[config.mk]
export PLATFORM = sky130hd
export DESIGN_NAME = temperature_anomaly_filter
export DESIGN_NICKNAME = d
export VERILOG_FILES = /design/src/rtl/temperature_anomaly_filter.sv
export SDC_FILE = /design/constraint.sdc
export NUM_CORES = 1
export LEC_CHECK = 0
export BUFFER_PORTS_ARGS = -buffer_cell sky130_fd_sc_hd__buf_4
export CORE_UTILIZATION = 50
export CTS_CLUSTER_DIAMETER = 120
export DETAILED_ROUTE_END_ITERATION = 8
export MAX_ROUTING_LAYER = met4
export PLACE_DENSITY = 0.73
export SLEW_MARGIN = 40
export SYNTH_ARGS = -nofsm -noshare
export SYNTH_HDL_FRONTEND = slang
export SYNTH_SLANG_ARGS = --single-unit
[constraint.sdc]
create_clock -name clk -period 5.61 [get_ports clk]
set_input_delay 1.122 -clock clk [delete_from_list [all_inputs] [get_ports clk]]
set_output_delay 1.122 -clock clk [all_outputs]
set_load 0.03 [all_outputs]
[src/rtl/temperature_anomaly_filter.sv]
// Temperature anomaly filter: deserializes samples from a two-wire serial
// stream and accepts or rejects each one against a tolerance band. The band
// is derived from the average of the recently accepted samples.
module temperature_anomaly_filter #(
  parameter int WIDTH       = 16,
  parameter int DEPTH_LOG2  = 4,
  parameter int TOL_SHIFT   = 3,
  parameter int MAX_REJECTS = 4,
  parameter int TIMEOUT     = 1024
) (
  input  logic             clk,
  input  logic             reset,
  input  logic             sda,
  input  logic             scl,
  output logic             temperatureReady,
  output logic [WIDTH-1:0] temperature,
  output logic             anomaly,
  output logic [7:0]       rejectStreak,
  output logic [1:0]       filterState
);

  localparam int DEPTH  = 1 << DEPTH_LOG2;
  localparam int SUM_W  = WIDTH + DEPTH_LOG2;
  localparam int BIT_W  = $clog2(WIDTH + 1);
  localparam int IDLE_W = $clog2(TIMEOUT + 1);
  localparam int FILL_W = DEPTH_LOG2 + 1;

  typedef enum logic [1:0] {FILL = 2'd0, TRACK = 2'd1} state_e;

  state_e                state_r, stateNext_s;
  logic [1:0]            sclSync_r, sdaSync_r;
  logic                  sclDelay_r, sclRise_s;
  logic [WIDTH-1:0]      shiftReg_r;
  logic [BIT_W-1:0]      bitCount_r;
  logic [IDLE_W-1:0]     idleCount_r;
  logic                  sampleValid_r;
  logic [WIDTH-1:0]      history_r [DEPTH];
  logic [DEPTH_LOG2-1:0] wrPtr_r, wrIdx_s;
  logic [FILL_W-1:0]     fillCount_r, fillInc_s;
  logic [SUM_W-1:0]      sum_r;
  logic [WIDTH-1:0]      upperBound_r, lowerBound_r;
  logic [WIDTH-1:0]      avg_s, tol_s, upperNext_s, lowerNext_s, oldEntry_s;
  logic [WIDTH:0]        upperSum_s;
  logic [7:0]            streakInc_s;
  logic                  inBounds_s, accept_s, reject_s, rebaseline_s;
  logic                  temperatureReady_r, anomaly_r;
  logic [WIDTH-1:0]      temperature_r;
  logic [7:0]            rejectStreak_r;

  assign sclRise_s = sclSync_r[1] & ~sclDelay_r;

  // Bring the asynchronous serial pins into the clk domain and delay scl for edge detection.
  always_ff @(posedge clk or posedge reset) begin
    if (reset) begin
      sclSync_r  <= 2'b00;
      sdaSync_r  <= 2'b00;
      sclDelay_r <= 1'b0;
    end else begin
      sclSync_r  <= {sclSync_r[0], scl};
      sdaSync_r  <= {sdaSync_r[0], sda};
      sclDelay_r <= sclSync_r[1];
    end
  end

  // Shift in bits MSB first, flag a complete frame, and drop a stalled partial frame.
  always_ff @(posedge clk or posedge reset) begin
    if (reset) begin
      shiftReg_r    <= '0;
      bitCount_r    <= '0;
      idleCount_r   <= '0;
      sampleValid_r <= 1'b0;
    end else begin
      sampleValid_r <= 1'b0;
      if (sclRise_s) begin
        shiftReg_r  <= {shiftReg_r[WIDTH-2:0], sdaSync_r[1]};
        idleCount_r <= '0;
        if (bitCount_r == BIT_W'(WIDTH - 1)) begin
          bitCount_r    <= '0;
          sampleValid_r <= 1'b1;
        end else begin
          bitCount_r <= bitCount_r + BIT_W'(1);
        end
      end else if (bitCount_r != '0) begin
        if (idleCount_r == IDLE_W'(TIMEOUT - 1)) begin
          bitCount_r  <= '0;
          idleCount_r <= '0;
          shiftReg_r  <= '0;
        end else begin
          idleCount_r <= idleCount_r + IDLE_W'(1);
        end
      end else begin
        idleCount_r <= '0;
      end
    end
  end

  // Tolerance band from the running sum; the upper bound saturates at full scale.
  assign avg_s       = WIDTH'(sum_r >> DEPTH_LOG2);
  assign tol_s       = avg_s >> TOL_SHIFT;
  assign upperSum_s  = {1'b0, avg_s} + {1'b0, tol_s};
  assign upperNext_s = upperSum_s[WIDTH] ? {WIDTH{1'b1}} : upperSum_s[WIDTH-1:0];
  assign lowerNext_s = avg_s - tol_s;

  // The entry being overwritten only leaves the sum once the buffer has filled.
  assign oldEntry_s  = (fillCount_r == FILL_W'(DEPTH)) ? history_r[wrPtr_r] : '0;
  assign inBounds_s  = (shiftReg_r >= lowerBound_r) && (shiftReg_r <= upperBound_r);
  assign streakInc_s = rejectStreak_r + 8'd1;
  assign fillInc_s   = fillCount_r + FILL_W'(1);
  assign wrIdx_s     = rebaseline_s ? '0 : wrPtr_r;

  // Filter state register.
  always_ff @(posedge clk or posedge reset) begin
    if (reset) begin
      state_r <= FILL;
    end else begin
      state_r <= stateNext_s;
    end
  end

  // Accept/reject/rebaseline decision and next filter state.
  always_comb begin
    stateNext_s  = state_r;
    accept_s     = 1'b0;
    reject_s     = 1'b0;
    rebaseline_s = 1'b0;
    if (sampleValid_r) begin
      case (state_r)
        FILL: begin
          accept_s = 1'b1;
          if (fillInc_s == FILL_W'(DEPTH)) begin
            stateNext_s = TRACK;
          end else begin
            stateNext_s = FILL;
          end
        end
        TRACK: begin
          if (inBounds_s) begin
            accept_s = 1'b1;
          end else if (streakInc_s == 8'(MAX_REJECTS)) begin
            rebaseline_s = 1'b1;
            stateNext_s  = FILL;
          end else begin
            reject_s = 1'b1;
          end
        end
        default: stateNext_s = FILL;
      endcase
    end else begin
      stateNext_s = state_r;
    end
  end

  // History buffer; stale contents are masked by the fill count, so no reset is needed.
  always_ff @(posedge clk) begin
    if (accept_s || rebaseline_s) begin
      history_r[wrIdx_s] <= shiftReg_r;
    end
  end

  // Running sum, pointers, streak, bounds and the registered outputs.
  always_ff @(posedge clk or posedge reset) begin
    if (reset) begin
      sum_r              <= '0;
      wrPtr_r            <= '0;
      fillCount_r        <= '0;
      upperBound_r       <= '0;
      lowerBound_r       <= '0;
      rejectStreak_r     <= 8'd0;
      temperature_r      <= '0;
      temperatureReady_r <= 1'b0;
      anomaly_r          <= 1'b0;
    end else begin
      temperatureReady_r <= accept_s | rebaseline_s;
      anomaly_r          <= reject_s;
      upperBound_r       <= upperNext_s;
      lowerBound_r       <= lowerNext_s;
      if (rebaseline_s) begin
        sum_r          <= SUM_W'(shiftReg_r);
        wrPtr_r        <= DEPTH_LOG2'(1);
        fillCount_r    <= FILL_W'(1);
        rejectStreak_r <= 8'd0;
        temperature_r  <= shiftReg_r;
      end else if (accept_s) begin
        sum_r          <= sum_r + SUM_W'(shiftReg_r) - SUM_W'(oldEntry_s);
        wrPtr_r        <= wrPtr_r + DEPTH_LOG2'(1);
        fillCount_r    <= (state_r == FILL) ? fillInc_s : fillCount_r;
        rejectStreak_r <= 8'd0;
        temperature_r  <= shiftReg_r;
      end else if (reject_s) begin
        rejectStreak_r <= streakInc_s;
      end
    end
  end

  assign temperatureReady = temperatureReady_r;
  assign anomaly          = anomaly_r;
  assign temperature      = temperature_r;
  assign rejectStreak     = rejectStreak_r;
  assign filterState      = state_r;

endmodule

======== After elaboration in Yosys (flattened, before gate mapping) ========
Memory sizes are Yosys's and may differ from the RTL's.
Index checks and enable logic that the tools add are counted.
storage, ports and cells
  memories ................................ 1
  input bits .............................. 4
  register bits after elaboration ......... 127
  memory bits (writable) .................. 256
  output and inout port bits .............. 28
memories
  name       words  width  rd ports  clocked after Yosys merged registers in  write ports  line  text
  history_r  16     16     1         0                                        1            37    logic [WIDTH-1:0] history_r [DEPTH];
operators by class
  reduce and logical (&&, ||, !) cells .... 12
  add/subtract/negate cells ............... 9
  bitwise operators ....................... 3
  multiplexer cells ....................... 44
  magnitude comparators ................... 2
  eq/ne operators ......................... 8
operators with widths
  kind                                                   number
  2-to-1 mux 16 bit                                      7
  2-to-1 mux 20 bit                                      2
  2-to-1 mux 5 bit                                       7
  2-to-1 mux 11 bit                                      3
  2-to-1 mux 8 bit                                       3
  adder 20 x 16 -> 20 bit                                1
  subtractor 20 x 16 -> 20 bit                           1
  adder 16 x 13 -> 17 bit                                1
  >= comparator 16 bit                                   1
  less-or-equal comparator 16 bit                        1
  subtractor 16 x 13 -> 16 bit                           1
  2-to-1 mux 1 bit                                       15
  2-to-1 mux 4 bit                                       3
  adder 11 x 1 -> 11 bit, second input constant          1
  equality test 11 x 10 -> 1 bit, second input constant  1
  adder 5 x 1 -> 5 bit, second input constant            2
  equality test 5 bit, second input constant             2
  adder 8 x 1 -> 8 bit, second input constant            1
  equality test 8 x 3 -> 1 bit, second input constant    1
  nonzero test 2 bit                                     4
  equality test 5 x 4 -> 1 bit, second input constant    1
  nonzero test 5 bit                                     1
  adder 4 x 1 -> 4 bit, second input constant            1
  2-to-1 mux 2 bit                                       2
  other kinds (13)                                       15

======== Longest topological paths before layout ========
  word-level depth ........................ 9
  mapped depth ............................ 17

======== Worst setup path before layout ========
No wires, ideal clock.
  kind .................................... flip-flop to flip-flop
  start point ............................. register wrPtr_r[0]
  end point ............................... register sum_r[13]
  path slack .............................. 1153 ps
  setup time .............................. 127 ps
  arrival time ............................ 4329 ps
  data required time ...................... 5483 ps
  stages on the path, launching flop included .. 16
  cell sequence ........................... dfrtp_1 > clkbuf_1 > mux4_2 > mux4_2 > nor2b_1 > fa_1 > inv_1 > ha_1 > or2_2 > o31a_1 > and3_1 > o21ai_0 > a21oi_1 > or3_1 > a311oi_2 > a21oi_1
between the ends
  word-level cells in the longest chain between the ends .. 5
ends and longest elaborated chain
  what                          line  text
  from (decl)                   38    logic [DEPTH_LOG2-1:0] wrPtr_r, wrIdx_s;
  from (signal assigned)        185   wrPtr_r <= wrPtr_r + DEPTH_LOG2'(1);
  memory read (16 x 16 bit)     -
  2-to-1 mux 16 bit             105   assign oldEntry_s = (fillCount_r == FILL_W'(DEPTH)) ? history_r[wrPtr_r] : '0;
  subtractor 20 x 16 -> 20 bit  184   sum_r <= sum_r + SUM_W'(shiftReg_r) - SUM_W'(oldEntry_s);
  2-to-1 mux 20 bit             183   end else if (accept_s) begin
  2-to-1 mux 20 bit             177   if (rebaseline_s) begin
  to (signal assigned)          178   sum_r <= SUM_W'(shiftReg_r);
  to (signal assigned)          184
  to (decl)                     40    logic [SUM_W-1:0] sum_r;
Every way passes these cells. The select of a mux whose other input is x is not followed.
A chain may end at the register's enable or synchronous reset.

======== Worst setup path in the final report ========
  start point ............................. register wrPtr_r[0]
  end point ............................... register sum_r[16]
The elaborated chain is that of the path after synthesis.

==> metrics.md <==
| Metric | Value |
|---|---|
| Fillers | 2767 |
| Xor/xnor cell area share of the yosys netlist | 2.514% |
| Ys async rst share | 32.98% |
| YS warnings | 0 |
| Port bufs | 30 |
| Compound-gate portion of the synthesized area | 7.508% |
| Actual slew at the worst max-slew pin | 0.8292 ns |
| # H-tree levels | 2 |
| Worst vdd ir | 0.3129 mV |
| Largest net degree at the start of global routing | 83 |
| Total GRT Usage | 23.53% |
| R2r startpoint | wrPtr_r[0]$_DFFE_PP0P_ |
| Placed Area | approximately 0.019 sq mm |
| Distinct cells, synth | 74 |
| Critical R2R Capture | sum_r[16]$_DFFE_PP0P_ |
| Post-DP HPWL | 26600 um |
| WP data arrival | 5.54 ns |
| Worst Hold Class | reg2reg |
| Final #Nets | 1492 |
| RSZ-0062 raised after global routing | false |
| Clock Skew | 0.01314 ns |
| Hold Slack | roughly 0.34 ns |
| Hold Crit Depth | 0 |
| Seq cells post-synth | 382 |
| Max stage delay on crit path | 0.90 ns |
| Post-CTS sizing | 0 |
| Crit-path leading delay family | compound AO/OA/AOI/OAI gates |
| Max_slew headroom | 44.72% |
| HP Start | sclSync_r[0]$_DFF_PP0_ |
| Worst-Skew Late Latency | between 0.5 and 0.6 ns |
| Crit path max-delay cell type | dfrtp_4 |
| CTS clk-pin slew, worst paths | 0.06 ns |
| Synth Area in Adders | 8.137% |
| Number of flops mapped to enable cells by yosys | 256 |
| Final Power | 0.009142 W |
| Antenna cells | 0 |
| I/O pins | 32 |
| Crit-path cells | mux4_2 > mux4_2 > nor2b_1 > ha_1 > inv_1 > ha_1 > fa_1 > a211oi_1 > o21ai_0 > nand4bb_1 > a32oi_1 > a31oi_1 > o21ai_0 > xnor2_1 > o22ai_1 |
| Startpoint class of the critical path | flip-flop |
| Die Wd | 192.3 um |
| Routed Antenna Nets | 0 |
| Core ar. | 0.03557 sq mm |
| Setup bufs post-CTS | 0 |
| Tcrit/Tclk final | a little over 90% |
| Mux cell area share after synthesis | 10.12% |
| Die Y | a little under 200 um |
| Final slew viol count | 0 |
| Area Growth Syn to Fin | 12.41% |
| DRC viols | 0 |
| Max Cap Viol | 0 |
| CTS Buf Count | 40 |
| Starting DRT DRC Count | 970 |
| Root Driver | clkbuf_16 |
| WP data required | 6.03 ns |
| Largest family of logic cells by synthesized area | multiplexers |
| Minimum clock period | 5.126 ns |
| Setup total negative slack | 0 ns |
| Total Wirelength | 40700 um |
| Critical Path End Type | flip-flop |
| Design area | 0.02036 sq mm |
| DR vias | 11050 |
| Simple-Gate Fraction of Synth Area | between 7 and 8% |
| Status | finished clean |
| Seq/Total Area, Yosys | around 60% |
| Critical path fanouts, max | 36 |
| Via density | 5.898 |
| Post-place setup slack | about 0.57 ns |
| Worst Reg-to-Reg Cells | 15 |
| Ys flop type | edfxtp_1 |
| Hold Path End | sclSync_r[1]$_DFF_PP0_ |
| Final Hold Fails | 0 |
| Syn avg cell area | about 14 sq um |
| Leakage power | 7.874 nW |
| Rows | 69 |
| Syn nets | 1430 |
| Fmax | approximately 200 MHz |
| CP Buf/Inv Count | 1 |
| Drt pass-1 iters | 5 |
| Layout cells sized above 1 | between 10% and 20% |
| Final setup viols | 0 |
| CP Class | reg2reg |
| Clk sinks | around 380 |
| GP Congestion | 0.9505 |
| Post-Syn Instances | 1319 |
| Vias in the first global route | 10990 |
| Setup slack, reg-to-reg | 0.48 ns |
| Starting Density | 50.93% |
| Antenna violations before repair | 0 |
| Die ar. | 0.03699 sq mm |
| Total grt overflow | 0 |
| CTS tree | done |
| CTS hold repair buffers | 0 |
| Clock Path Buffers | 3 |
| Mapped Area | 0.01811 sq mm |
| First-pass GRT wire length | 63230 um |
| Pwr/cell area | 449.0 mW/mm^2 |
| Setup ws final | 0.4841 ns |
| Mean routed wirelength per cell | 21.73 um |
kinds of logic after synthesis:
| kind of cell | Yosys count |
|---|---|
| and+or+nand+nor | 297 |
| buffers and inverters | 171 |
| muxes | 83 |
| xor gates and xnor gates | 52 |
| adders and majority gates | 107 |
| AOI/OAI and AO/OA | 226 |
| DFF | 382 |
| other | 1 |
routing by layer:
metal | global-route usage [%] | up-vias | share of wire (%)
met1 | 31.84 | 5618 | 43
met3 | 2.655 | 81 | 5.2
met4 | 8.207 | 0 | 3.2
met2 | 37.16 | 381 | 48
li1 | - | 4967 | -
met5 | - | - | 0
cells in the final DEF, fill, tap and decap left out, types with 4 or more instances in the layout:
cell       synthesis  layout
and3_1             9       9
nand2b_1          10      10
o21ai_0           64      64
inv_1            119     118
dfrtp_1          126     124
nand3_1           23      23
o21ai_1           22      22
a22o_1             5       5
edfxtp_1         256     256
a21o_1            11      11
xnor2_1           34      34
nand2_1           99      99
ha_1              89      89
a211oi_1           4       4
a21oi_1           68      67
nor2_1            56      47
o2bb2ai_1          4       4
o211ai_1           4       4
buf_4              2      68
clkbuf_16          0      42
fa_1              18      18
or3_1              4       4
mux4_2            80      80
clkbuf_1          28      13
nand4_1            9       9
nor3_1            29      26
xor2_1            18      18
nand3b_1           4       4
or2_2              4       4
nor2_2             0       9
clkinv_2           1      10
o21bai_1           8       8
nor2b_1           29      29
a31oi_1            7       7
synth_stat cells, types with 3 or more instances:
cell type	instances	area share (%)
edfxtp_1	256	42
dfrtp_1	126	17
inv_1	119	2.5
nand2_1	99	2.1
ha_1	89	6.1
mux4_2	80	9.9
a21oi_1	68	1.9
o21ai_0	64	1.8
nor2_1	56	1.2
xnor2_1	34	1.6
nor2b_1	29	1.0
nor3_1	29	0.80
clkbuf_1	28	0.58
nand3_1	23	0.64
o21ai_1	22	0.61
fa_1	18	2.0
xor2_1	18	0.87
buf_2	13	0.36
a21o_1	11	0.46
nand2b_1	10	0.35
and3_1	9	0.31
nand4_1	9	0.31
o21bai_1	8	0.33
a31oi_1	7	0.24
nor4_1	6	0.21
a22o_1	5	0.24
a211oi_1	4	0.17
buf_6	4	0.25
nand3b_1	4	0.17
o211ai_1	4	0.17
o2bb2ai_1	4	0.19
or2_2	4	0.14
or3_1	4	0.14
a41oi_1	3	0.15
o22ai_1	3	0.10
worst register-to-register path: stages, from the launching register on:
cell	delay, ns
dfrtp_4	0.90
mux4_2	0.65
mux4_2	0.53
nor2b_1	0.18
ha_1	0.32
inv_1	0.04
ha_1	0.22
fa_1	0.44
a211oi_1	0.33
o21ai_0	0.21
nand4bb_1	0.19
a32oi_1	0.18
a31oi_1	0.30
o21ai_0	0.23
xnor2_1	0.18
o22ai_1	0.09
power breakdown:
group	internal [W]	switching [W]
Clock	0.00150	0.00111
Combinational	0.00134	0.00162
Sequential	0.00328	0.000297
flip-flops by register name, summed over array words and instances (netlist names):
signal and flops:
history_r 256, sum_r 20, lowerBound_r 16, shiftReg_r 16, temperature 16, upperBound_r 16, idleCount_r 11, rejectStreak 8
bitCount_r 5, fillCount_r 5, wrPtr_r 4, sclSync_r 2, sdaSync_r 2, anomaly 1, filterState 1, sampleValid_r 1
sclDelay_r 1, temperatureReady 1
worst max path at each step:
stage	startpoint	to	slack, ns	cells after the start
3_5_place_dp	wrPtr_r[0]$_DFFE_PP0P_	sum_r[13]$_DFFE_PP0P_	0.57	15
6_report	wrPtr_r[0]$_DFFE_PP0P_	sum_r[16]$_DFFE_PP0P_	0.48	15
2_1_floorplan	reset	anomaly$_DFF_PP0_	1.13	1
4_1_cts	wrPtr_r[0]$_DFFE_PP0P_	sum_r[13]$_DFFE_PP0P_	0.48	15
5_1_grt	wrPtr_r[0]$_DFFE_PP0P_	sum_r[16]$_DFFE_PP0P_	0.14	15
3_3_place_gp	wrPtr_r[0]$_DFFE_PP0P_	sum_r[18]$_DFFE_PP0P_	0.64	14
final cells by class:
class	instances	area (sq um)	share of cell area, %
sequential	382	10850	53.28
multi-input combinational	766	6634	32.58
clock buffer	56	1114	5.469
tap	461	576.8	2.833
timing repair buffer	71	561.8	2.759
inverter	120	459.2	2.255
clock inverter	17	168.9	0.8295
metrics by stage:
step,std cells,utilization (%)
after floorplan,1319,-
after global placement,1799,53.60
after CTS,1872,57.20
final,1873,57.25
after detailed placement,1799,53.60
after global routing,1873,57.25
(Power assumes the default switching activity.)
